--- src/rtl/arbitro_vc.sv ---
// Weighted round-robin scheduler from two virtual-channel FIFOs to four destination FIFOs.
// Pops are combinational; the popped word is pushed to its destination on the following edge.
module arbitro_vc #(
    parameter int DATA_WIDTH = 6,
    parameter int WEIGHT     = 4
) (
    input  logic                  clk,
    input  logic                  reset,
    input  logic                  enable,
    input  logic                  vc0_empty,
    input  logic                  vc1_empty,
    input  logic [DATA_WIDTH-1:0] vc0_data,
    input  logic [DATA_WIDTH-1:0] vc1_data,
    input  logic [3:0]            d_almost_full,
    output logic                  pop_vc0,
    output logic                  pop_vc1,
    output logic [3:0]            push_d,
    output logic [DATA_WIDTH-1:0] data_out,
    output logic [1:0]            state,
    output logic [7:0]            pkt_count
);

    typedef enum logic [1:0] {
        IDLE    = 2'd0,
        RUN     = 2'd1,
        WAIT    = 2'd2,
        BLOCKED = 2'd3
    } state_t;

    localparam logic [3:0] WEIGHT_C = 4'(WEIGHT);

    state_t                  state_p1, state_nxt;
    logic [3:0]              credit_p1, credit_nxt;
    logic [1:0]              dest0, dest1, dest_sel;
    logic                    elig0, elig1;
    logic                    grant0, grant1, popped;
    logic [DATA_WIDTH-1:0]   word_sel;

    function automatic logic [3:0] onehot(input logic [1:0] idx);
        onehot = 4'b0001 << idx;
    endfunction

    // Stage p0: eligibility and grant, evaluated within the current cycle
    assign dest0 = vc0_data[DATA_WIDTH-1 -: 2];
    assign dest1 = vc1_data[DATA_WIDTH-1 -: 2];
    assign elig0 = enable & ~vc0_empty & ~d_almost_full[dest0];
    assign elig1 = enable & ~vc1_empty & ~d_almost_full[dest1];

    always_comb begin
        grant0     = 1'b0;
        grant1     = 1'b0;
        credit_nxt = credit_p1;
        if (reset) begin
            if (credit_p1 < WEIGHT_C && elig0) begin
                grant0     = 1'b1;
                credit_nxt = credit_p1 + 4'd1;
            end else if (elig1) begin
                grant1     = 1'b1;
                credit_nxt = 4'd0;
            end else if (elig0) begin
                grant0     = 1'b1;
            end
        end
    end

    assign pop_vc0  = grant0;
    assign pop_vc1  = grant1;
    assign popped   = grant0 | grant1;
    assign word_sel = grant1 ? vc1_data : vc0_data;
    assign dest_sel = word_sel[DATA_WIDTH-1 -: 2];

    always_comb begin
        state_nxt = IDLE;
        if (!enable)
            state_nxt = IDLE;
        else if (popped)
            state_nxt = RUN;
        else if (vc0_empty && vc1_empty)
            state_nxt = WAIT;
        else
            state_nxt = BLOCKED;
    end

    // Stage p1: push of the popped word, counters and state register
    always_ff @(posedge clk or negedge reset) begin
        if (!reset) begin
            state_p1  <= IDLE;
            credit_p1 <= 4'd0;
            push_d    <= 4'd0;
            data_out  <= '0;
            pkt_count <= 8'd0;
        end else begin
            state_p1  <= state_nxt;
            credit_p1 <= credit_nxt;
            push_d    <= popped ? onehot(dest_sel) : 4'd0;
            if (popped) begin
                data_out  <= word_sel;
                pkt_count <= pkt_count + 8'd1;
            end
        end
    end

    assign state = state_p1;

endmodule
--- config.mk ---
export PLATFORM = sky130hd
export DESIGN_NAME = arbitro_vc
export DESIGN_NICKNAME = d
export VERILOG_FILES = /design/src/rtl/arbitro_vc.sv
export SDC_FILE = /design/constraint.sdc
export NUM_CORES = 1
export LEC_CHECK = 0
export CAP_MARGIN = 20
export CORE_UTILIZATION = 40
export CTS_CLUSTER_DIAMETER = 200
export DETAILED_ROUTE_END_ITERATION = 6
export PLACE_DENSITY = 0.75
export SETUP_SLACK_MARGIN = 0.15
export SLEW_MARGIN = 20
export SYNTH_ARGS = -nofsm -noshare
export SYNTH_HDL_FRONTEND = slang
export SYNTH_SLANG_ARGS = --single-unit
--- constraint.sdc ---
create_clock -name clk -period 1.5 [get_ports clk]
set_input_delay 0.225 -clock clk [delete_from_list [all_inputs] [get_ports clk]]
set_output_delay 0.225 -clock clk [all_outputs]
set_load 0.1 [all_outputs]
==> metrics.md, run 1 <==
| Metric | Value |
|---|---|
| Setup_tns | -2.444 ns |
| Post-route ant nets | 0 |
| Total chip power | 3.372 mW |
| Yosys warnings | 0 |
| Hold_ws | 0.1134 ns |
| First-pass GRT wire length | 6168 um |
| Count leader, synth | dfrtp_1 |
| Initial antenna violation count | 0 |
| Max Clk Rate | 582.4 MHz |
| Placed Instances | 194 |
| Tightest Pin Transition | 0.3509 ns |
| Fin util | 0.8488 |
| Area Growth Syn to Fin | 97.20% |
| Total gr overflow | 0 |
| Gr busiest metal | met2 |
| Clock Skew | 0.01010 ns |
| Drt wl/cell | 20.44 um |
| Post-route setup slack | -0.2170 ns |
| Worst skew pair latency | 0.32 ns |
| FFs w/ async S/R, synth | 1.000 |
| Hold WC Path Type | input pin to flip-flop |
| Largest cells by area after synthesis | dfrtp_1 (50%), mux2i_1 (6.6%), mux2_2 (4.7%) |
| Layout cell share with drive strength beyond 1 | 0.5674 |
| Flop pwr share | 0.303 |
| Storage element area | 614.3 um2 |
| Die area | 3242 um2 |
| Failing checks | DRC, setup timing |
| Initial Util | 0.4304 |
| Post-synth EDFFs | 0 |
| Clock sink count | 24 |
| Fill cells | 143 |
| Global Route Usage Sum | 0.2535 |
| P per Cell Area | 1416 nW/um2 |
| RR Startpoint | credit_p1[3]$_DFFE_PN0P_ |
| I/O Buffers | 42 |
| Met1 GRT Util | 0.2777 |
| Leading area contributor after synthesis | dfrtp_1 |
| LEAKAGE | 1.057 nW |
| Crit path max fanout | 2 |
| Relative slew slack | 0.7661 |
| Met3 GRT Util | 0.04535 |
| Predominant post-synthesis flop cell | dfrtp_1 |
| Most common library cells after synthesis | dfrtp_1 (24), nor2_1 (9), mux2i_1 (8), a21oi_1 (7), nand2_1 (7) |
| Die X | 56.94 um |
| WP data required | 1.27 ns |
| Area of the multi-input gates | 745.7 um2 |
| Setup violators final | 20 |
| NetSw | 1.559 mW |
| HPWL after DPL | 2531 um |
| CTS tree | done |
| Hold-fix buffers at CTS | 0 |
| Core region area | 2805 um2 |
| #FFs+latches synth | 24 |
| I/O Pins | 43 |
| CP Class | input pin to primary output |
| Vias per Instance | 5.574 |
| M2 GR Usage | 0.4639 |
| Min-delay src | vc1_empty |
| Clock-pin transition on the worst setup and hold timing paths | 0.13 ns |
| Post-Syn Area | 1207 um2 |
| Clock Tree Root | clkbuf_4 |
| Vias in the first global route | 1258 |
| P_int | 1.813 mW |
| TritonRoute pass-1 iters | 6 |
| CP Capture Type | primary output |
| Layout net count | 202 |
| RePlAce Congestion | 0.7545 |
| Top-area cell type share of the netlist area | 0.4974 |
| Critical Path AT | 1.49 ns |
| Status | finished, violations left |
| CP startpoint | vc0_data[5] |
| Slew Viols, Final | 0 |
| Finished Layout Cells | 209 |
| DRT Wirelength | 4272 um |
| Sequential area share after synthesis | 0.4974 |
| Net count after synthesis | 130 |
| CTS Buffer Depth | 2 |
| Number of CTS-inserted buffers | 3 |
| Num rows | 19 |
| H-tree level count | 1 |
| Period Utilization, post-route | 1.145 |
| Antenna Cells | 0 |
| Comb power frac | 0.557 |
| Avg Inst Size Synth | 11.28 um2 |
| Pin count of the biggest net entering global routing | 16 |
| Clock power frac | 0.140 |
| Maximum resistive drop on vdd | 0.001320 V |
| Fin. Hold Viols | 0 |
| Syn Inst Count | 107 |
| DR vias | 1165 |
| Initial DRC Count | 64 |
| Die height | 56.94 um |
| Max cap viols | 0 |
| Unrepaired setup endpoints after global routing | yes |
| Startpoint Class | input pin |
| Tmin final | 1.717 ns |
| DRC viols | 6 |
| Netlist cell types | 31 |
| Sw Share | 0.4623 |
power groups by stage:
stage	clock, mW	sequential (mW)	combinational (mW)
2_1_floorplan	0	1.72	0.283
3_3_place_gp	0	1.00	1.69
3_5_place_dp	0	1.01	1.73
4_1_cts	0.474	1.01	1.79
5_1_grt	0.507	1.04	1.94
6_report	0.471	1.02	1.88
kinds of logic (layout without fill, tap and decap cells):
kind of cell | after synthesis | count (layout) | share of synthesized area
muxes | 13 | 13 | 0.1130
and+or+nand+nor | 37 | 37 | 0.1720
buffers and inverters | 6 | 77 | 0.03212
AOI/OAI and AO/OA | 18 | 18 | 0.1140
adders and majority gates | 2 | 2 | 0.02072
DFF | 24 | 24 | 0.4974
xor gates and xnor gates | 7 | 7 | 0.05078
per-stage QoR:
| step | setup WS (ns) | instance area [um2] |
|---|---|---|
| 6_report | -0.2170 | 2381 |
| 3_5_place_dp | -0.7996 | 2062 |
| 3_3_place_gp | -0.6733 | 2062 |
| 5_1_grt | -0.2702 | 2381 |
| 2_1_floorplan | -0.3260 | 1276 |
| 4_1_cts | -0.2102 | 2206 |
registers in the layout (all words and copies together) (netlist names):
register,flops
data_out,6
push_d,4
pkt_count,8
state,2
credit_p1,4
layout make-up:
type	count	area share
timing repair buffer	71	0.3857
multi-input combinational	77	0.3132
sequential	24	0.2580
tap	31	0.01629
clock inverter	1	0.01261
clock buffer	3	0.009459
inverter	2	0.004729
repair_timing:
item                       in CTS  in global routing
pin swaps                      10                  8
gates cloned                    1                  0
resized for setup              60                 29
buffers inserted                4                  6
setup endpoints to repair      25                 22
worst paths after layout:
check / endpoint / slack, ns / depth (start not counted)
min in group asynchronous: pkt_count[0]$_DFFE_PN0P_ / 0.18 / 2
min: state[0]$_DFF_PN0_ / 0.11 / 2
max reg2reg: data_out[4]$_DFFE_PN0P_ / -0.16 / 7
max: pop_vc0 / -0.22 / 6
max in group asynchronous: data_out[5]$_DFFE_PN0P_ / 1.06 / 3
min reg2reg: credit_p1[3]$_DFFE_PN0P_ / 0.50 / 1
cell usage in the layout, fill, tap and decap left out, types with 4 or more instances in the layout:
| master | instances |
|---|---|
| dfrtp_1 | 17 |
| buf_6 | 13 |
| nand3b_1 | 4 |
| nand2_1 | 6 |
| mux2_4 | 5 |
| buf_12 | 25 |
| xnor2_1 | 4 |
| a21oi_1 | 4 |
| buf_4 | 16 |
| nor2_1 | 8 |
| dfrtp_2 | 5 |
| mux2i_1 | 5 |
| buf_2 | 5 |
| clkdlybuf4s50_1 | 8 |
per-layer routing:
| metal | vias up | wire length (um) |
|---|---|---|
| li1 | 521 | - |
| met1 | 579 | 1569 |
| met2 | 57 | 2420 |
| met3 | 8 | 194 |
| met4 | 0 | 87 |
| met5 | - | 0 |
critical path, stage by stage:
cell and delay [ns]:
buf_2 0.11, or3b_4 0.41, o22ai_2 0.17, nand2_1 0.21
a21oi_4 0.18, buf_12 0.19
No activity file was read; power rests on OpenSTA's default activity.
==> run 2: changes to the inputs <==
CAP_MARGIN = default   (was 20)
RECOVER_POWER = 100   (was default)
==> metrics.md, run 2 (synthesis results as in run 1) <==
| Metric | Value |
|---|---|
| Maximum resistive drop on vdd | 0.001272 V |
| Num rows | 19 |
| Pin count of the biggest net entering global routing | 16 |
| Die height | 56.94 um |
| Most frequent cells in the layout | dfrtp_1 (22), buf_2 (15), buf_6 (13), buf_4 (13), buf_12 (10) |
| Vias per Instance | 5.636 |
| LEAKAGE | 0.9797 nW |
| First-pass GRT wire length | 6168 um |
| Setup_tns | -3.433 ns |
| Failing checks | DRC, setup timing |
| DR top layer | met4 |
| Drt wl/cell | 20.74 um |
| Met1 wire length | 1615 um |
| Clock sink count | 24 |
| Initial antenna violation count | 0 |
| WL met2 | 2402 um |
| Global Route Usage Sum | 0.2535 |
| Tmin final | 1.728 ns |
| Post-route setup slack | -0.2277 ns |
| CTS Buffer Depth | 2 |
| Slew Viols, Final | 0 |
| CP Capture Type | primary output |
| RR Endpoint | data_out[4]$_DFFE_PN0P_ |
| DRC viols | 7 |
| RePlAce Congestion | 0.7545 |
| Setup violators final | 21 |
| Total chip power | 3.093 mW |
| TritonRoute pass-1 iters | 6 |
| Tightest Pin Transition | 0.6478 ns |
| Reg2Reg Depth | 7 |
| RR Startpoint | credit_p1[3]$_DFFE_PN0P_ |
| Placed Instances | 194 |
| Initial Util | 0.4304 |
| Max Clk Rate | 578.8 MHz |
| WP data required | 1.27 ns |
| R2r setup slk | -0.17 ns |
| Met3 WL | 204 um |
| Clock-pin transition on the worst setup and hold timing paths | 0.13 ns |
| CP Class | input pin to primary output |
| Unrepaired setup endpoints after global routing | yes |
| P per Cell Area | 1448 nW/um2 |
| Total gr overflow | 0 |
| Fill cells | 181 |
| Worst skew pair latency | 0.32 ns |
| Fin. Hold Viols | 0 |
| Crit path max fanout | 2 |
| Hold-critical path depth | 2 |
| Top Registers | pkt_count: 8 flops, data_out: 6 flops |
| Critical Path AT | 1.50 ns |
| Min-delay src | vc1_empty |
| Clock Tree Root | clkbuf_4 |
| Area of the multi-input gates | 738.2 um2 |
| CTS tree | done |
| Initial DRC Count | 68 |
| Top reg by flops | pkt_count |
| Post-route ant nets | 0 |
| Status | finished, violations left |
| I/O Buffers | 42 |
| Storage element area | 608.1 um2 |
| Core region area | 2805 um2 |
| I/O Pins | 43 |
| Clock Skew | 0.01105 ns |
| DR vias | 1178 |
| Finished Layout Cells | 209 |
| Layout net count | 202 |
| Layout cell share with drive strength beyond 1 | 0.5112 |
| H-tree level count | 1 |
| Fin util | 0.7614 |
| Die area | 3242 um2 |
| Max reg flops | 8 |
| DRT Wirelength | 4335 um |
| Most common cell after layout, fill and taps aside | dfrtp_1 |
| Hold WC Path Type | input pin to flip-flop |
| Relative slew slack | 0.5682 |
| HPWL after DPL | 2531 um |
| Startpoint Class | input pin |
| Hold Path Sink | state[0]$_DFF_PN0_ |
| Period Utilization, post-route | 1.152 |
| Vias in the first global route | 1258 |
| Die X | 56.94 um |
| Number of CTS-inserted buffers | 3 |
| Max cap viols | 0 |
| Hold_ws | 0.1152 ns |
| Area Growth Syn to Fin | 76.89% |
| Antenna Cells | 0 |
==> run 2: cell type report <==
type	count	area share
clock buffers	3	0.01054
multi-input cells	77	0.3456
repair buffers	71	0.3216
inverters	2	0.005272
well taps	31	0.01816
flip-flops and latches	24	0.2847
clock inverters	1	0.01406
==> run 2: metrics by stage <==
step / cell area, um2 / worst slack [ns]
floorplan: 1276 / -0.3260
global placement: 2062 / -0.6733
detailed placement: 2062 / -0.7996
CTS: 2206 / -0.2102
global route: 2136 / -0.2702
finish: 2136 / -0.2277
==> run 2: worst max-delay path by stage <==
stage / startpoint / end / slack [ns]
global route: credit_p1[3]$_DFFE_PN0P_ / pop_vc1 / -0.27
detailed placement: vc0_data[4] / data_out[2]$_DFFE_PN0P_ / -0.80
finish: vc0_data[5] / pop_vc0 / -0.23
global placement: vc0_data[4] / data_out[4]$_DFFE_PN0P_ / -0.67
CTS: credit_p1[3]$_DFFE_PN0P_ / pop_vc1 / -0.21
floorplan: vc0_empty / pop_vc1 / -0.33
==> run 2: report_power, final <==
part | internal, mW | switching (mW)
Sequential | 0.801 | 0.168
Combinational | 0.504 | 1.15
Clock | 0.270 | 0.202
==> run 2: what timing repair did <==
item                                    4_1_cts  5_1_grt
gates resized for setup                      60       29
hold buffers                                  0        0
cloned                                        1        0
setup buffers                                 4        6
endpoints found under the setup margin       25       22
pin swaps                                    10        8
==> run 2: per-layer routing <==
layer  up-vias  GRT usage
li1        519          -
met5         -          0
met1       586     0.2777
met2        58     0.4639
met3        15    0.04535
met4         0     0.1359
==> run 2: critical path: stages <==
cell and delay [ns]:
buf_2 0.11, or3b_4 0.41, o22ai_2 0.17, nand2_1 0.21, a21oi_4 0.19, buf_12 0.19
